**config.mk**
```make
export PLATFORM = sky130hd
export DESIGN_NAME = puf_crp_authenticator
export DESIGN_NICKNAME = d
export VERILOG_FILES = /design/src/rtl/puf_crp_authenticator.sv
export SDC_FILE = /design/constraint.sdc
export NUM_CORES = 1
export LEC_CHECK = 0
export ABC_AREA = 1
export BUFFER_PORTS_ARGS = -buffer_cell sky130_fd_sc_hd__buf_4
export CAP_MARGIN = 10
export CORE_MARGIN = 2
export CORE_UTILIZATION = 40
export CTS_CLUSTER_DIAMETER = 200
export DETAILED_ROUTE_END_ITERATION = 10
export GPL_TIMING_DRIVEN = 0
export SYNTH_ARGS = -nofsm -noshare
export SYNTH_HDL_FRONTEND = slang
export SYNTH_SLANG_ARGS = --single-unit
export TNS_END_PERCENT = 100
```
**constraint.sdc**
```tcl
create_clock -name clk -period 12.4 [get_ports clk]
set_clock_uncertainty 0.15 [all_clocks]
set_input_delay 2.48 -clock clk [delete_from_list [all_inputs] [get_ports clk]]
set_output_delay 2.48 -clock clk [all_outputs]
set_load 0.01 [all_outputs]
```
**src/rtl/puf_crp_authenticator.sv**
```systemverilog
// PUF challenge-response verifier: enrolled CRP table, Hamming-distance check and count timing.
// Optional consecutive-failure lockout enabled by defining PUF_AUTH_LOCKOUT_EN.
module puf_crp_authenticator #(
  parameter int HD_THRESHOLD = 2,
  parameter int PUF_TIMEOUT  = 255,
  parameter int COUNT_SLACK  = 4,
  parameter int MAX_FAILS    = 3
) (
  input  logic        clk,
  input  logic        rst_n,
  input  logic        enroll_we,
  input  logic [4:0]  enroll_addr,
  input  logic [15:0] enroll_data,
  input  logic        auth_start,
  input  logic [4:0]  auth_challenge,
  output logic        puf_generate,
  output logic [4:0]  puf_challenge,
  input  logic [15:0] puf_response,
  input  logic        puf_ready,
  output logic        counter_start,
  input  logic        scan_enable,
  input  logic        count_done,
  output logic        auth_busy,
  output logic        auth_done,
  output logic        auth_pass,
  output logic [2:0]  fail_code,
  output logic [4:0]  hamming_dist,
  output logic        lockout
);
  // state | meaning
  // IDLE  | waiting for auth_start, enrolment allowed
  // CHAL  | challenge driven to PUF, waiting for puf_ready
  // CMP   | Hamming distance of live vs enrolled response
  // COUNT | timing count_done against enrolled count
  // DONE  | one-cycle result pulse
  localparam logic [2:0] S_IDLE  = 3'd0;
  localparam logic [2:0] S_CHAL  = 3'd1;
  localparam logic [2:0] S_CMP   = 3'd2;
  localparam logic [2:0] S_COUNT = 3'd3;
  localparam logic [2:0] S_DONE  = 3'd4;
  localparam int TW = $clog2(PUF_TIMEOUT + 1);

  logic [2:0]    state;
  logic [15:0]   crp_mem [0:31];
  logic [31:0]   crp_valid;
  logic [4:0]    chal_q;
  logic [15:0]   resp_q;
  logic [TW-1:0] timer;
  logic [16:0]   cnt;
  logic          scan_seen;

  logic        entry_valid;
  logic [15:0] enrolled;
  logic [4:0]  hd_now;
  logic        hd_ok;
  logic [16:0] exp_lo;
  logic [16:0] exp_hi;
  logic        scan_any;
  logic        start_ok;
  logic        enroll_ok;

  assign entry_valid = crp_valid[chal_q];
  assign enrolled    = crp_mem[chal_q];
  assign hd_now      = 5'($countones(resp_q ^ enrolled));
  assign hd_ok       = (hd_now <= 5'(HD_THRESHOLD));
  assign exp_lo      = {1'b0, enrolled};
  assign exp_hi      = exp_lo + 17'(COUNT_SLACK);
  assign scan_any    = scan_seen | scan_enable;
  assign start_ok    = auth_start && (state == S_IDLE) && !lockout;
  assign enroll_ok   = enroll_we && (state == S_IDLE);

  // Combinational so that an async reset drops these immediately.
  assign puf_generate  = (state == S_CHAL) && entry_valid;
  assign puf_challenge = puf_generate ? chal_q : 5'd0;
  assign counter_start = (state == S_CMP) && hd_ok;
  assign auth_busy     = (state != S_IDLE);
  assign auth_done     = (state == S_DONE);

  always_ff @(posedge clk) begin
    if (enroll_ok) crp_mem[enroll_addr] <= enroll_data;
  end

  always_ff @(posedge clk or negedge rst_n) begin
    if (!rst_n) begin
      state        <= S_IDLE;
      crp_valid    <= '0;
      chal_q       <= '0;
      resp_q       <= '0;
      timer        <= '0;
      cnt          <= '0;
      scan_seen    <= 1'b0;
      auth_pass    <= 1'b0;
      fail_code    <= 3'd0;
      hamming_dist <= 5'd0;
    end else begin
      if (enroll_ok) crp_valid[enroll_addr] <= 1'b1;
      case (state)
        S_IDLE: begin
          if (start_ok) begin
            chal_q    <= auth_challenge;
            timer     <= '0;
            auth_pass <= 1'b0;
            fail_code <= 3'd0;
            state     <= S_CHAL;
          end
        end
        S_CHAL: begin
          if (!entry_valid) begin
            fail_code <= 3'd1;
            state     <= S_DONE;
          end else if (puf_ready) begin
            resp_q <= puf_response;
            state  <= S_CMP;
          end else if (timer == TW'(PUF_TIMEOUT - 1)) begin
            fail_code <= 3'd2;
            state     <= S_DONE;
          end else begin
            timer <= timer + 1'b1;
          end
        end
        S_CMP: begin
          hamming_dist <= hd_now;
          if (!hd_ok) begin
            fail_code <= 3'd3;
            state     <= S_DONE;
          end else begin
            cnt       <= 17'd1;
            scan_seen <= 1'b0;
            state     <= S_COUNT;
          end
        end
        S_COUNT: begin
          scan_seen <= scan_any;
          if (count_done) begin
            if ((cnt >= exp_lo) && (cnt <= exp_hi) && scan_any) auth_pass <= 1'b1;
            else fail_code <= 3'd4;
            state <= S_DONE;
          end else if (cnt >= exp_hi) begin
            // next count would exceed the allowed window
            fail_code <= 3'd4;
            state     <= S_DONE;
          end else begin
            cnt <= cnt + 17'd1;
          end
        end
        S_DONE:  state <= S_IDLE;
        default: state <= S_IDLE;
      endcase
    end
  end

`ifdef PUF_AUTH_LOCKOUT_EN
  localparam int FW = $clog2(MAX_FAILS + 1);
  logic [FW-1:0] fail_cnt;

  always_ff @(posedge clk or negedge rst_n) begin
    if (!rst_n) begin
      fail_cnt <= '0;
    end else if (state == S_DONE) begin
      if (auth_pass) fail_cnt <= '0;
      else if (fail_cnt < FW'(MAX_FAILS)) fail_cnt <= fail_cnt + 1'b1;
    end
  end

  assign lockout = (fail_cnt >= FW'(MAX_FAILS));
`else
  // No failure counter in this build; MAX_FAILS is referenced only to keep it live.
  assign lockout = (MAX_FAILS < 0);
`endif

endmodule

```
# ---- After elaboration in Yosys (flattened, before gate mapping)
# Memory sizes are Yosys's and may differ from the RTL's.
# Index checks and enable logic that the tools add are counted.
dict set report word_totals {
  mem_bits_rw 512
  n_memories 1
  wordCells 118
  input_bits 49
  out_inout_bits 19
  reg_bits 91
}
# memory depth width rd rd_clocked_by_memory_dff wr line
set mem_list {}
lappend mem_list {crp_mem 32 16 1 0 1 44} ;# logic [15:0] crp_mem [0:31];
dict set report classes {
  reduce_logical 21
  magnitude_cmp 7
  n_bitwise 3
  n_addsub 18
  eq_ne 20
  mux 38
}
# operator count
set op_table {}
lappend op_table {{17-bit 2-to-1 mux} 3}
lappend op_table {{3-bit 2-to-1 mux} 14}
lappend op_table {{17-bit one-hot mux with 2 select lines} 1}
lappend op_table {{8-bit 2-to-1 mux} 4}
lappend op_table {{32-bit OR} 1}
lappend op_table {{3-bit one-hot mux with 4 select lines} 2}
lappend op_table {{2-bit != test (second input constant)} 10}
lappend op_table {{16-bit by 3-bit adder with 17-bit output (second input constant)} 1}
lappend op_table {{17-bit by 1-bit adder with 17-bit output (second input constant)} 1}
lappend op_table {{17-bit by 16-bit >= comparator with 1-bit output} 1}
lappend op_table {{17-bit >= comparator} 1}
lappend op_table {{17-bit <= comparator} 1}
lappend op_table {{1-bit by 1-bit adder with 2-bit output} 8}
lappend op_table {{8-bit one-hot mux with 2 select lines} 1}
lappend op_table {{16-bit XOR} 1}
lappend op_table {{2-bit by 2-bit adder with 3-bit output} 4}
lappend op_table {{5-bit by 6-bit < comparator with 1-bit output (second input constant)} 2}
lappend op_table {{3-bit != test (second input constant)} 3}
lappend op_table {{3-bit by 3-bit adder with 4-bit output} 2}
lappend op_table {{8-bit by 1-bit adder with 8-bit output (second input constant)} 1}
lappend op_table {{8-bit equality test (second input constant)} 1}
lappend op_table {{1-bit 2-to-1 mux} 8}
lappend op_table {{4-bit AND reduction} 2}
lappend op_table {{1-bit logical AND} 7}
lappend op_table {{21 further kinds} 27}

# ---- Logic depth before layout (Yosys ltp)
# Gate-level depths: netlist of the first run.
# An unclocked memory read counts as a cell.
dict set report depth {
  depth_word 9
  ltp_mapped 33
}

# ---- Worst setup path after synthesis of the first run
# OpenSTA, ideal clock, no wires.
dict set report synth_path {
  kind {register to output}
  start {register chal_q[0]}
  end {output counter_start}
  required_ns 9.770
  setup_slack_ns 4.432
  arrival_time_ns 5.338
  path_stages_with_launch 27
  n_path_buf 5
  path_cell_list {dfrtp_1 > inv_2 > buf_6 > buf_4 > buf_6 > buf_2 > buf_2 > nor2_1 > o22ai_1 > o21ai_0 > o211ai_1 > nand2_1 > xor2_1 > fa_1 > fa_1 > fa_1 > fa_1 > inv_1 > ha_1 > inv_1 > fa_1 > or2_2 > nand2_1 > o21ai_0 > nor2_1 > nand3_1 > inv_1}
}
dict set report synth_between {
  elab_chain_len 8
  word_cells_on_any_way 19
  cone_classes {add/sub: 15; order compare: 1; bitwise: 1; reduce/logical: 1; memory: 1}
}
# item line
set synth_rtl {}
lappend synth_rtl {{start: declaration} 46} ;# logic [4:0] chal_q;
lappend synth_rtl {{start signal: assignment} 100} ;# chal_q <= auth_challenge;
lappend synth_rtl {{memory read 32 x 16 bit *} n/a}
lappend synth_rtl {{16-bit XOR *} 64} ;# assign hd_now = 5'($countones(resp_q ^ enrolled));
lappend synth_rtl {{1-bit by 1-bit adder with 2-bit output (not written as such)} 64}
lappend synth_rtl {{2-bit by 2-bit adder with 3-bit output (not written as such)} 64}
lappend synth_rtl {{3-bit by 3-bit adder with 4-bit output (not written as such)} 64}
lappend synth_rtl {{4-bit by 4-bit adder with 5-bit output (not written as such) *} 64}
lappend synth_rtl {{5-bit by 2-bit <= comparator with 1-bit output *} 65} ;# assign hd_ok = (hd_now <= 5'(HD_THRESHOLD));
lappend synth_rtl {{1-bit logical AND *} 75} ;# assign counter_start = (state == S_CMP) && hd_ok;
lappend synth_rtl {{end: declaration} 20} ;# output logic counter_start,
# Every way passes the cells marked *; elsewhere a longest branch is shown, timed or not.

# ---- Final worst setup path of the first run
dict set report layout_path {
  start {register chal_q[2]}
  end {output counter_start}
}
# Same word-level chain as after synthesis.

==> results.yml, run 1 <==
yosys:
  synth_adder_area_share_pct: 2.63
  netlist_area_um2: 26600
  synth_top_family_by_area: "simple AND/OR/NAND/NOR gates"
  synth.net_count: 2547
  ys_warn_count: 0
  yosysSeqAreaShare_pct: 66.3
  yosys.cell_types.count: 40
  synth_ff_type: "edfxtp_1"
  synthArstFlopShare_pct: 15.1
  synth_simple_gate_area_share_pct: 21.6
  postSynthAreaPerCell_um2: 10.9
  synth_compound_area_share_pct: 3.89
  netlist_instances: 2448
  synth_edf_count: 512
  synthMuxAreaShare_pct: 0
  synth-xor-area-share_pct: 1.48
  ys_ff_latch: 603
clock_network:
  numCtsBuffers: 61
  cts_resized: 0
  path_clk_slew_ps: 60
  hold_buffers: 0
  clockBufferDepth: 3
  htree_levels: 2
  cts_setup_buffers: 0
  clk_latency_ps: 650
  cts_tree: "done"
  cts_sinks: 603
  root_buffer: "clkbuf_16"
timing:
  period_share_pct: 81.6
  fin_ws_ps: 2280
  rsz0062_at_grt: "no"
  fin_setup_tns_ps: 0
  slew_viol_final: 0
  period_needed_ps: 10120
  max_freq_mhz: 98.8
  relSlewSlack_pct: 31.4
  hold_viol: 0
  tightest_slew_ps: 1030
  finalSetupViolations: 0
cells_and_area:
  fillCellCount: 5903
  area_growth_pct: 16.9
  final_cells: 3513
  diodes: 0
  multi_input_area_um2: 8130
  drive_gt1_share_pct: 13.3
  final_util_pct: 47.2
  regArea_um2: 17700
  nNetsFinal: 2696
setup_path:
  r2r-start: "chal_q[2]$_DFFE_PN0P_"
  crit_fanout: 10
  required_ps: 9770
  critPathArrivalTime_ps: 7490
  rrSetupSlack_ps: 4690
  start_kind: "flip-flop"
  worstSetupPathType: "reg -> out"
  crit_path_end_kind: "output port"
  reg2regPathDepth: 25
  r2r-end: "cnt[13]$_DFFE_PN0P_"
placed_design:
  dpl.hpwl_mm: 51.4
  place_ws_ps: 3010
  numPortBuffers: 66
  dpl.cell_count: 3397
  finalWeightedCongestion: 0.881
die:
  die_area_um2: 68600
  core_region_area_um2: 65900
  initial_core_util_pct: 40.4
  ios: 68
  rows: 94
  die_x_um: 262
  die_h_um: 262
hold_path:
  hold_depth: 1
  min_from: "crp_valid[21]$_DFFE_PN0P_"
  hold_class: "reg -> reg"
  whs_endpoint: "crp_valid[21]$_DFFE_PN0P_"
detailed_routing:
  first_pass_iters: 6
  drc_errors: 0
  wirelength_mm: 81.6
  ant_nets: 0
  viasPerCell: 5.53
  routedWlPerCell_um: 23.2
  dr_total_vias: 19400
  initialDrtViolationCount: 2266
global_route:
  gr-total-overflow: 0
  grt_pass1_wl_mm: 119
  grt_max_degree: 92
  grt_antenna_before_repair: 1
  track_usage_pct: 23.7
  grt_pass1_vias: 18700
power_and_ir_drop:
  ir_drop_mv: 0.738
  p_leak_uw: 0.0120
  finalPower_uw: 9320
  powerDensity_nw_per_um2: 299
run:
  maxCapViolations: 0
status:
  status: "complete, no violations"
worst max-delay path, cell delays in order (launching register included):
cell and delay (ps):
dfrtp_1 450, buf_2 380, buf_1 660, clkbuf_1 610, o221ai_1 240, a31oi_1 250
o21ai_1 110, nand2_1 170, xor2_1 220, fa_1 470, fa_1 510, fa_1 510
fa_1 470, inv_1 70, ha_1 180, inv_1 60, fa_1 370, or2_2 310
nand2_1 80, o21ai_0 80, nor2_1 140, nand3_1 250, inv_1 120, buf_4 120
flip-flops by register name (all words and copies together), names as in the netlist:
signal / count
auth_pass: 1
fail_code: 3
timer: 8
cnt: 17
crp_mem: 512
chal_q: 5
scan_seen: 1
resp_q: 16
crp_valid: 32
state: 3
hamming_dist: 5
per-layer routing:
layer,GRT usage (%),up-vias,wire length (µm),share of wire [%]
met3,3.36,191,6850,8.4
met4,9.43,2,3280,4.0
met5,0,-,16,0.020
met2,39.2,943,38600,47
met1,31.6,9535,32800,40
li1,-,8758,-,-
power breakdown:
part           internal, µW  switching [µW]  total (µW)  leakage [µW]
clock network          1220             809        2030       0.00107
registers              2320            65.9        2390       0.00579
logic                  1740            3160        4900       0.00519
synthesized netlist by cell type, types with 8 or more instances:
| cell | instances | area [µm²] |
|---|---|---|
| a21oi_1 | 24 | 120 |
| buf_1 | 8 | 30.0 |
| buf_2 | 48 | 240 |
| buf_4 | 33 | 248 |
| buf_6 | 11 | 124 |
| clkbuf_1 | 27 | 101 |
| dfrtp_1 | 91 | 2280 |
| edfxtp_1 | 512 | 15400 |
| fa_1 | 10 | 200 |
| ha_1 | 40 | 500 |
| inv_1 | 81 | 304 |
| nand2_1 | 764 | 2870 |
| nand3_1 | 361 | 1810 |
| nand4_1 | 17 | 106 |
| nor2_1 | 150 | 563 |
| nor3_1 | 19 | 95.1 |
| o21ai_0 | 95 | 475 |
| o221ai_1 | 24 | 210 |
| o31ai_1 | 16 | 120 |
| or2_2 | 33 | 206 |
| xor2_1 | 42 | 368 |
cell type report:
cell class | count | share of cell area [%]
buffer | 127 | 2.39
clock buffer | 78 | 5.25
clock inverter | 37 | 1.84
inverter | 87 | 1.05
multi-input combinational | 1631 | 26.1
sequential | 603 | 56.7
tap | 864 | 3.48
timing repair buffer | 86 | 3.12
worst max-delay path by stage:
stage | cells after the start | to | start | slack, ps
floorplan | 26 | counter_start | chal_q[0]$_DFFE_PN0P_ | 4430
global placement | 23 | counter_start | chal_q[2]$_DFFE_PN0P_ | 3010
detailed placement | 23 | counter_start | chal_q[2]$_DFFE_PN0P_ | 3010
CTS | 23 | counter_start | chal_q[2]$_DFFE_PN0P_ | 2300
global route | 23 | counter_start | chal_q[2]$_DFFE_PN0P_ | 1960
finish | 23 | counter_start | chal_q[2]$_DFFE_PN0P_ | 2280
logic make-up after synthesis:
family	count (synthesis)
DFF	603
adders and majority gates	50
AOI/OAI and AO/OA	176
other	1
xor gates and xnor gates	45
and+or+nand+nor	1359
buffers and inverters	214
cells in the final DEF, fill, tap and decap left out, types with 11 or more instances in the layout:
cell         n
xor2_1      42
nand4_1     17
nor3_1      19
nand3_1    361
edfxtp_1   512
ha_1        40
nor2_4      33
o31ai_1     16
o21ai_0     95
dfrtp_1     91
inv_1       81
or2_2       33
nor2_1     118
buf_2       48
bufinv_16   14
o221ai_1    24
a21oi_1     24
buf_4       99
nand2_1    764
clkinv_1    11
clkbuf_1    41
clkbuf_16   62
buf_6       11
stage by stage:
stage / hold WS, ps / cell area (µm²)
floorplan: 290 / 26600
global placement: 301 / 28200
detailed placement: 303 / 28900
CTS: 319 / 31100
global route: 333 / 31100
finish: 319 / 31100
Note: power is estimated with default switching activity, not from simulation.
==> run 2, diff against run 1 <==
==> constraint.sdc (replaced) <==
create_clock -name clk -period 8.82 [get_ports clk]
set_clock_uncertainty 0.15 [all_clocks]
set_input_delay 1.764 -clock clk [delete_from_list [all_inputs] [get_ports clk]]
set_output_delay 1.764 -clock clk [all_outputs]
set_load 0.01 [all_outputs]
==> run 2 against run 1 <==
  * Combinational power up 42%
  * Global-route usage about the same
  * Via count about the same
==> results.yml, run 2 (same netlist as run 1, synthesis figures left out) <==
detailed_routing:
  first_pass_iters: 5
  viasPerCell: 5.54
  routedWlPerCell_um: 23.2
  ant_nets: 0
  initialDrtViolationCount: 2205
  drc_errors: 0
  dr_total_vias: 19400
  wirelength_mm: 81.4
die:
  die_h_um: 262
  initial_core_util_pct: 40.4
  ios: 68
  rows: 94
  die_x_um: 262
  core_region_area_um2: 65900
  die_area_um2: 68600
cells_and_area:
  area_growth_pct: 17.2
  drive_gt1_share_pct: 13.8
  mostFrequentLayoutCells: "nand2_1 (764), edfxtp_1 (512), nand3_1 (360)"
  reg_top3: "crp_mem (512), crp_valid (32), cnt (17)"
  largest_register_ffs: 512
  regMostFlops: "crp_mem"
  final_common_cell: "nand2_1"
  nNetsFinal: 2691
  diodes: 0
  final_util_pct: 47.3
setup_path:
  path_cells: "clkbuf_4 > clkbuf_4 > clkbuf_4 > o221ai_1 > a31oi_1 > o21ai_1 > nand2_1 > xor2_1 > fa_1 > fa_1 > fa_1 > fa_1 > inv_1 > ha_1 > inv_1 > fa_1 > or2_2 > nand2_1 > o21ai_0 > nor2_1 > nand3_2 > inv_1 > buf_4"
  crit_path_end_kind: "output port"
  required_ps: 6910
  critPathArrivalTime_ps: 6570
  crit_fanout: 10
  critPathBufInv: 7
  cp_slowest_cell: "fa_1"
  start_kind: "flip-flop"
  path_delay_family: "adder cells"
  max_stage_delay_ps: 510
  crit_top_cell: "fa_1"
  worstSetupPathType: "reg -> out"
clock_network:
  clk_latency_ps: 650
  path_clk_slew_ps: 60
  cts_tree: "done"
  root_buffer: "clkbuf_16"
  cts_sinks: 603
  clockBufferDepth: 3
  htree_levels: 2
  numCtsBuffers: 61
global_route:
  grt_pass1_wl_mm: 119
  grt_antenna_before_repair: 1
  gr-total-overflow: 0
  grt_pass1_vias: 18700
  grt_max_degree: 92
  track_usage_pct: 23.7
run:
  maxCapViolations: 0
timing:
  fin_ws_ps: 336
  finalSetupViolations: 0
  tightest_slew_ps: 1040
  relSlewSlack_pct: 30.2
  period_share_pct: 96.2
  slew_viol_final: 0
  period_needed_ps: 8480
  hold_viol: 0
  max_freq_mhz: 118
power_and_ir_drop:
  ir_drop_mv: 1.05
  p_leak_uw: 0.0121
  powerDensity_nw_per_um2: 422
placed_design:
  numPortBuffers: 66
  place_ws_ps: 148
  dpl.hpwl_mm: 51.4
  finalWeightedCongestion: 0.881
status:
  status: "complete, no violations"
hold_path:
  hold_class: "reg -> reg"
-- run 2: layout make-up --
cell class,count,area (µm²)
fillers,5886,34700
well taps,864,1080
multi-input cells,1631,8140
inverters,87,332
clock inverters,37,572
clock buffers,78,1630
flip-flops and latches,603,17700
repair buffers,89,993
plain buffers,119,783
-- run 2: power breakdown --
part	leakage [µW]	switching, µW	internal, µW	total (µW)
Sequential	0.00579	93.5	3260	3360
Clock	0.00107	1140	1720	2850
Combinational	0.00524	4490	2470	6950
-- run 2: metal layers --
metal	wire (µm)	track usage (%)
met1	32600	31.4
met2	38700	39.2
met3	6840	3.58
met4	3290	9.29
met5	13	0
-- run 2: timing repair --
item                                    in CTS  in global routing
setup buffers                                0                  3
endpoints found under the setup margin       1                  1
pin swaps                                    0                  3
gates resized for setup                     12                 36
hold buffers                                 0                  0
hold endpoints to repair                     0                  0
-- run 2: path summary, 6_finish.rpt --
path                            slack, ps                   endpoint                       from  cells past startpoint
worst min register to register        320  crp_valid[10]$_DFFE_PN0P_  crp_valid[10]$_DFFE_PN0P_                      1
worst max register to register       1860        cnt[13]$_DFFE_PN0P_      chal_q[2]$_DFFE_PN0P_                     25
min in group asynchronous             900        cnt[13]$_DFFE_PN0P_                      rst_n                      1
worst max-delay path                  340              counter_start      chal_q[2]$_DFFE_PN0P_                     23
worst min-delay path                  320  crp_valid[10]$_DFFE_PN0P_  crp_valid[10]$_DFFE_PN0P_                      1
max in group asynchronous            6960      chal_q[0]$_DFFE_PN0P_                      rst_n                      2
-- run 2: worst register-to-register path: stages (launching register included) --
cell,delay (ps)
dfrtp_1,490
clkbuf_4,340
clkbuf_4,320
clkbuf_4,300
o221ai_1,150
a31oi_1,230
o21ai_1,110
nand2_1,170
xor2_1,220
fa_1,470
fa_1,510
fa_1,510
fa_1,470
inv_1,70
ha_1,180
inv_1,60
fa_1,370
or2_2,320
nand2_1,80
o21ai_0,90
nor2_1,160
nand2_1,100
a22oi_1,160
nand2_1,220
clkbuf_1,300
o31ai_1,300
-- run 2: per-stage QoR --
stage	cells	area (µm²)	TNS, ps	total power [µW]	hold slack (ps)
after global routing	3508	31200	-5.18	14300	333
after detailed placement	3397	28900	0	10300	303
after global placement	3378	28200	0	10100	301
after CTS	3507	31100	0	13200	319
final	3508	31200	0	13200	321
after floorplan	2448	26600	0	8340	290
